==> src/rtl/tl_pkg.sv <==
// Shared definitions for the intersection sequencer.
// Contents: phase enum (3-bit state codes), one-hot light encodings
// {red,yellow,green}, and the active-low seven-segment decoder {g..a}.
package tl_pkg;

  typedef enum logic [2:0] {
    PH_HG  = 3'd0,
    PH_HY  = 3'd1,
    PH_AR1 = 3'd2,
    PH_FG  = 3'd3,
    PH_FY  = 3'd4,
    PH_AR2 = 3'd5
  } phase_e;

  localparam int unsigned LT_W   = 3;
  localparam int unsigned SEG_W  = 7;
  localparam int unsigned TIME_W = 4;

  localparam logic [LT_W-1:0] LT_GREEN  = 3'b001;
  localparam logic [LT_W-1:0] LT_YELLOW = 3'b010;
  localparam logic [LT_W-1:0] LT_RED    = 3'b100;

  // Active-low segments {g,f,e,d,c,b,a}; values above 9 are blanked.
  function automatic logic [SEG_W-1:0] seg7(input logic [TIME_W-1:0] v);
    logic [SEG_W-1:0] s;
    case (v)
      4'd0:    s = 7'b1000000;
      4'd1:    s = 7'b1111001;
      4'd2:    s = 7'b0100100;
      4'd3:    s = 7'b0110000;
      4'd4:    s = 7'b0011001;
      4'd5:    s = 7'b0010010;
      4'd6:    s = 7'b0000010;
      4'd7:    s = 7'b1111000;
      4'd8:    s = 7'b0000000;
      4'd9:    s = 7'b0010000;
      default: s = 7'b1111111;
    endcase
    return s;
  endfunction

endpackage

==> src/rtl/tl_tick_gen.sv <==
// One-second tick generator.
// Ports: clk, rst (sync, active-high), clr (restart count from 0),
//        tick (1-cycle pulse when the count reaches TICK_DIV-1).
module tl_tick_gen #(
  parameter int unsigned TICK_DIV = 50000000
) (
  input  logic clk,
  input  logic rst,
  input  logic clr,
  output logic tick
);

  localparam int unsigned CNT_W = (TICK_DIV > 1) ? $clog2(TICK_DIV) : 1;
  localparam logic [CNT_W-1:0] CNT_MAX = CNT_W'(TICK_DIV - 1);

  logic [CNT_W-1:0] cnt;

  assign tick = (cnt == CNT_MAX);

  // Divider wraps after the tick and restarts whenever the phase changes.
  always_ff @(posedge clk) begin
    if (rst || clr || tick) cnt <= '0;
    else                    cnt <= cnt + CNT_W'(1);
  end

endmodule

==> src/rtl/intersection_sequencer.sv <==
// Highway/farm intersection controller: one FSM sequences both approaches
// with all-red clearance, a farm-road sensor, a built-in 1 s tick and an
// active-low seven-segment countdown.
// Ports: clk, rst (sync, active-high), C (farm vehicle sensor),
//        light_highway/light_farm (one-hot {red,yellow,green}),
//        phase (state code), remaining (ticks left), outled (segments {g..a}).
// Build option: define TL_SENSOR_EN to let C extend highway green and
// gap out farm green; otherwise C is ignored and a fixed cycle runs.
module intersection_sequencer
  import tl_pkg::*;
#(
  parameter int unsigned TICK_DIV = 50000000,
  parameter int unsigned HGREEN_S = 5,
  parameter int unsigned YELLOW_S = 3,
  parameter int unsigned ALLRED_S = 1,
  parameter int unsigned FGREEN_S = 9
) (
  input  logic       clk,
  input  logic       rst,
  input  logic       C,
  output logic [2:0] light_highway,
  output logic [2:0] light_farm,
  output logic [2:0] phase,
  output logic [3:0] remaining,
  output logic [6:0] outled
);

  localparam logic [TIME_W-1:0] HG_D = TIME_W'(HGREEN_S);
  localparam logic [TIME_W-1:0] Y_D  = TIME_W'(YELLOW_S);
  localparam logic [TIME_W-1:0] AR_D = TIME_W'(ALLRED_S);
  localparam logic [TIME_W-1:0] FG_D = TIME_W'(FGREEN_S);

  phase_e              state, state_nxt;
  logic [TIME_W-1:0]   rem, rem_nxt;
  logic [LT_W-1:0]     lhw_nxt, lfm_nxt;
  logic                tick, expire, clr;

  assign clr       = (state_nxt != state);
  assign phase     = state;
  assign remaining = rem;

`ifndef TL_SENSOR_EN
  logic unused_c;
  assign unused_c = C;
`endif

  tl_tick_gen #(.TICK_DIV(TICK_DIV)) u_tick (
    .clk  (clk),
    .rst  (rst),
    .clr  (clr),
    .tick (tick)
  );

  // Next-state and timer logic.
  always_comb begin
    state_nxt = state;
    rem_nxt   = rem;
    expire    = tick && (rem == 4'd1);
    if (tick && (rem > 4'd1)) rem_nxt = rem - 4'd1;
    case (state)
      PH_HG: begin
`ifdef TL_SENSOR_EN
        // Green is extended (timer parked at 0) until a farm vehicle shows up.
        if ((rem == 4'd0 || expire) && C) begin
          state_nxt = PH_HY;
          rem_nxt   = Y_D;
        end else if (expire) begin
          rem_nxt   = 4'd0;
        end
`else
        if (expire) begin
          state_nxt = PH_HY;
          rem_nxt   = Y_D;
        end
`endif
      end
      PH_HY: if (expire) begin
        state_nxt = PH_AR1;
        rem_nxt   = AR_D;
      end
      PH_AR1: if (expire) begin
        state_nxt = PH_FG;
        rem_nxt   = FG_D;
      end
      PH_FG: begin
`ifdef TL_SENSOR_EN
        // Gap-out: farm green ends at the first tick with no vehicle.
        if (tick && (rem == 4'd1 || !C)) begin
`else
        if (expire) begin
`endif
          state_nxt = PH_FY;
          rem_nxt   = Y_D;
        end
      end
      PH_FY: if (expire) begin
        state_nxt = PH_AR2;
        rem_nxt   = AR_D;
      end
      PH_AR2: if (expire) begin
        state_nxt = PH_HG;
        rem_nxt   = HG_D;
      end
      default: begin
        state_nxt = PH_HG;
        rem_nxt   = HG_D;
      end
    endcase
  end

  // Light decode of the next state, so the light registers track the state.
  always_comb begin
    lhw_nxt = LT_RED;
    lfm_nxt = LT_RED;
    case (state_nxt)
      PH_HG:   lhw_nxt = LT_GREEN;
      PH_HY:   lhw_nxt = LT_YELLOW;
      PH_FG:   lfm_nxt = LT_GREEN;
      PH_FY:   lfm_nxt = LT_YELLOW;
      default: ;
    endcase
  end

  // State, timer and registered outputs.
  always_ff @(posedge clk) begin
    if (rst) begin
      state         <= PH_HG;
      rem           <= HG_D;
      light_highway <= LT_GREEN;
      light_farm    <= LT_RED;
      outled        <= seg7(HG_D);
    end else begin
      state         <= state_nxt;
      rem           <= rem_nxt;
      light_highway <= lhw_nxt;
      light_farm    <= lfm_nxt;
      outled        <= seg7(rem_nxt);
    end
  end

endmodule
==> config.mk <==
export PLATFORM = sky130hd
export DESIGN_NAME = intersection_sequencer
export DESIGN_NICKNAME = d
export VERILOG_FILES = /design/src/rtl/tl_pkg.sv /design/src/rtl/tl_tick_gen.sv /design/src/rtl/intersection_sequencer.sv
export SDC_FILE = /design/constraint.sdc
export NUM_CORES = 1
export LEC_CHECK = 0
export ABC_AREA = 1
export CAP_MARGIN = 10
export CORE_MARGIN = 8
export CORE_UTILIZATION = 40
export CTS_CLUSTER_DIAMETER = 50
export CTS_CLUSTER_SIZE = 10
export DETAILED_ROUTE_END_ITERATION = 8
export PLACE_DENSITY = 0.65
export SLEW_MARGIN = 40
export SYNTH_ARGS = -nofsm -noshare
export SYNTH_HDL_FRONTEND = slang
export SYNTH_SLANG_ARGS = --single-unit
==> constraint.sdc <==
create_clock -name clk -period 3 [get_ports clk]
set_input_delay 0.3 -clock clk [delete_from_list [all_inputs] [get_ports clk]]
set_output_delay 0.3 -clock clk [all_outputs]
set_load 0.01 [all_outputs]
==> key figures <==
Outcome
  • Status: finished, final reports clean

Critical path
  • Worst path slowest cell: sky130_fd_sc_hd__dfxtp_1
  • Delay of the slowest cell on the worst path: 0.39 ns
  • Sort of element at the start of the critical path: register
  • CP bufs+invs: 2
  • R2r setup slk: 0.52 ns
  • Critical Path, Cell by Cell: inv_1 > ha_1 > o21ai_1 > nand3_1 > nand2_1 > nand2_1 > nor2_2 > inv_1 > ha_1 > nand3b_1 > nand3_1 > nand2_1
  • Classification of the worst setup path: reg2reg
  • Worst path most repeated cell: sky130_fd_sc_hd__nand2_1
  • Req. time, crit path: 3.19 ns
  • Stages on worst setup path: 12
  • Critical Path Sink Type: register
  • Worst-path fanout max: 7
  • Worst Reg2Reg Path Length in Cells: 12
  • Cell family with the largest share of critical-path delay: simple AND/OR/NAND/NOR gates
  • Endpoint arrival time on the critical path: 2.67 ns

Floorplan
  • Area of the die: 9320 sq um
  • Top-Level Pins: 23
  • Initial standard-cell utilization of the core: 0.411
  • Row count: 29
  • Die Ht: 96.5 um
  • Die Wd: 96.5 um
  • Placeable core region: 6310 sq um

Detailed routing
  • Post-DR wirelength/cell: 12.0 um
  • Total detailed-routing wirelength: 5700 um
  • 1st-iter DRT viols: 118
  • Number of detailed-routing iterations run before antenna repair: 4
  • Remaining design rule violation count: 0
  • Via-per-instance ratio: 4.92
  • Via count: 2,339
  • Detail Route Antenna Nets: 0

Timing
  • Number of max-slew violations in the final report: 0
  • Worst slew margin relative to its limit: 0.696
  • Crit share post-route: 0.828
  • Setup total negative slack: 0 ns
  • Final setup vio count: 0
  • Actual transition at the worst max-transition pin: 0.453 ns
  • Upper clock frequency limit: 403 MHz
  • Post-route clock skew: 0.00920 ns
  • Clock period minus final worst setup slack: 2.48 ns
  • Hold Violations, Final: 0
  • Unrepaired setup endpoints after global routing: false

Hold path
  • Classification of the worst-slack hold path: reg2reg
  • Cell depth of the worst min-delay path: 1

Global route
  • Antenna violations before repair: 0
  • Number of global-route vias before repair: 2,155
  • Overall Global Routing Usage: 0.132
  • Wire length of the first global-routing pass: 9830 um
  • GRT overflow: 0
  • Pin count of the biggest net entering global routing: 22

Placed design
  • Number of placed instances with taps included: 467
  • Final weighted congestion of routability-driven global placement: 0.899
  • Sum of net half-perimeters after detailed placement: 4410 um
  • Number of I/O port buffers: 21

Clock network
  • Clock sink total: 46
  • Clock Root Buffer: sky130_fd_sc_hd__clkbuf_8
  • Cells resized by post-CTS repair: 0
  • Source-to-sink clock delay at the later pin of the worst-skew pair: 0.29 ns
  • TritonCTS buffer count: 5
  • Clk buf depth: 2
  • Clock transition at the register clock pins on the worst setup and hold paths after CTS: 0.08 ns
  • Cts hold-fix bufs: 0
  • TritonCTS clock tree: yes
  • Post-CTS Repair Setup Buffers: 0
  • H-Tree Level Count: 2

Yosys
  • Yosys warning total: 0
  • Post-Synthesis Cell Area: 2590 sq um
  • Number of register bits inferred by synthesis: 46
  • Sequential share of the synthesized area: 0.355
  • Unique cell type count in the Yosys netlist: 33
  • Synthesized instance count: 372
  • Syn Nets: 383
  • Post-Synthesis Mean Instance Area: 6.97 sq um

Cells and area
  • Number of filler cells placed in the layout: 630
  • Nets: 408
  • Fraction of final layout cells with drive strength greater than 1: 0.143
  • Number of non-filler instances in the completed layout: 475
  • Number of diodes added for antenna fixing: 0
  • P&R area growth vs syn: 15.6%
  • Utilization of the core after routing: 0.475

Flow run
  • Max cap viols: 0

Power
  • Power density of the placed cells: 358 nW/um^2
  • Leak Pwr: 1.14 nW
  • Power Total: 1.07 mW
  • Max rail drop VDD: 238 uV
cell type report:
type,count,area (sq um),share of cell area
clock buffers,8,110,0.0367
flip-flops and latches,46,921,0.307
well taps,77,96.3,0.0321
repair buffers,22,218,0.0726
inverters,47,178,0.0593
multi-input cells,275,1480,0.492
path summary, 6_finish.rpt:
path,end,startpoint
max reg2reg,outled[5]$_SDFF_PP0_,remaining[0]$_SDFF_PP1_
min reg2reg,u_tick.cnt[0]$_SDFF_PP0_,u_tick.cnt[0]$_SDFF_PP0_
max,outled[5]$_SDFF_PP0_,remaining[0]$_SDFF_PP1_
min,u_tick.cnt[0]$_SDFF_PP0_,u_tick.cnt[0]$_SDFF_PP0_
report_power, final:
part	total (mW)	switching, mW	internal (mW)
combinational	0.0236	0.0160	0.00757
clock	0.434	0.201	0.233
sequential	0.616	0.00290	0.613
cells in the final DEF, fill, tap and decap left out, types with 3 or more instances in the layout:
master	Yosys	final
sky130_fd_sc_hd__a21oi_1	16	16
sky130_fd_sc_hd__clkbuf_8	0	8
sky130_fd_sc_hd__clkdlybuf4s50_1	0	21
sky130_fd_sc_hd__dfxtp_1	46	46
sky130_fd_sc_hd__ha_1	8	8
sky130_fd_sc_hd__inv_1	35	35
sky130_fd_sc_hd__inv_2	11	11
sky130_fd_sc_hd__nand2_1	87	87
sky130_fd_sc_hd__nand2_2	10	10
sky130_fd_sc_hd__nand2_4	3	3
sky130_fd_sc_hd__nand3_1	28	28
sky130_fd_sc_hd__nand3_4	3	3
sky130_fd_sc_hd__nand3b_1	4	4
sky130_fd_sc_hd__nand4_1	8	8
sky130_fd_sc_hd__nor2_1	50	50
sky130_fd_sc_hd__nor2_2	7	7
sky130_fd_sc_hd__nor2_4	5	5
sky130_fd_sc_hd__nor3_1	13	13
sky130_fd_sc_hd__nor4_1	5	5
sky130_fd_sc_hd__o211ai_1	3	3
sky130_fd_sc_hd__o21ai_0	3	3
sky130_fd_sc_hd__o21ai_1	3	3
sky130_fd_sc_hd__or2_2	4	4
sky130_fd_sc_hd__xnor2_1	3	3
sky130_fd_sc_hd__xor2_1	4	4
worst reg2reg max path, stage by stage (launching register included):
cell and delay (ns):
sky130_fd_sc_hd__dfxtp_1 0.39, sky130_fd_sc_hd__inv_1 0.09, sky130_fd_sc_hd__ha_1 0.25, sky130_fd_sc_hd__o21ai_1 0.39, sky130_fd_sc_hd__nand3_1 0.24, sky130_fd_sc_hd__nand2_1 0.10
sky130_fd_sc_hd__nand2_1 0.06, sky130_fd_sc_hd__nor2_2 0.22, sky130_fd_sc_hd__inv_1 0.10, sky130_fd_sc_hd__ha_1 0.22, sky130_fd_sc_hd__nand3b_1 0.16, sky130_fd_sc_hd__nand3_1 0.10
sky130_fd_sc_hd__nand2_1 0.05
layer usage:
metal  part of all wire  track usage
met2               0.44        0.201
met3              0.053       0.0371
met4             0.0081       0.0303
met5                  0            0
met1               0.50        0.178
stage by stage:
step | area [sq um] | hold WS (ns) | worst slack [ns]
finish | 3000 | 0.468 | 0.517
global route | 3000 | 0.498 | 0.310
CTS | 3000 | 0.471 | 0.526
detailed placement | 2890 | 0.452 | 0.565
global placement | 2890 | 0.446 | 0.561
floorplan | 2590 | 0.430 | 0.819
synthesized netlist by cell type:
library cell,instances,share of area
sky130_fd_sc_hd__or2_2,4,0.0096
sky130_fd_sc_hd__o21ai_0,3,0.0058
sky130_fd_sc_hd__inv_1,35,0.051
sky130_fd_sc_hd__nand4_1,8,0.019
sky130_fd_sc_hd__nand2_4,3,0.013
sky130_fd_sc_hd__o211ai_2,1,0.0048
sky130_fd_sc_hd__o21ai_1,3,0.0058
sky130_fd_sc_hd__xor2_1,4,0.014
sky130_fd_sc_hd__nor2_4,5,0.022
sky130_fd_sc_hd__nand2_1,87,0.13
sky130_fd_sc_hd__o31ai_1,1,0.0029
sky130_fd_sc_hd__a211oi_1,1,0.0029
sky130_fd_sc_hd__ha_1,8,0.039
sky130_fd_sc_hd__and3_1,1,0.0024
sky130_fd_sc_hd__o21ai_2,1,0.0034
sky130_fd_sc_hd__a21oi_1,16,0.031
sky130_fd_sc_hd__dfxtp_1,46,0.36
sky130_fd_sc_hd__nand3_2,1,0.0039
sky130_fd_sc_hd__nand3b_1,4,0.012
sky130_fd_sc_hd__nor4_1,5,0.012
sky130_fd_sc_hd__nand3_4,3,0.020
sky130_fd_sc_hd__nand3_1,28,0.054
sky130_fd_sc_hd__o211ai_1,3,0.0087
sky130_fd_sc_hd__nand2_2,10,0.024
sky130_fd_sc_hd__buf_2,4,0.0077
sky130_fd_sc_hd__o21a_1,1,0.0029
sky130_fd_sc_hd__inv_2,11,0.016
sky130_fd_sc_hd__clkinv_2,1,0.0019
sky130_fd_sc_hd__nor2_1,50,0.072
sky130_fd_sc_hd__nor3_1,13,0.025
sky130_fd_sc_hd__nor3_4,1,0.0063
sky130_fd_sc_hd__xnor2_1,3,0.010
sky130_fd_sc_hd__nor2_2,7,0.017
registers in the layout, summed over array words and instances (netlist names):
signal and count:
u_tick.cnt 26, outled 7, light_highway 3, remaining 4
phase 3, light_farm 3
cell families after synthesis:
group / Yosys count / synth area share
AOI/OAI and AO/OA: 30 / 0.0680
xor gates and xnor gates: 7 / 0.0236
adders and majority gates: 8 / 0.0386
buffers and inverters: 51 / 0.0762
DFF: 46 / 0.355
and+or+nand+nor: 230 / 0.438
(Power assumes the default switching activity.)
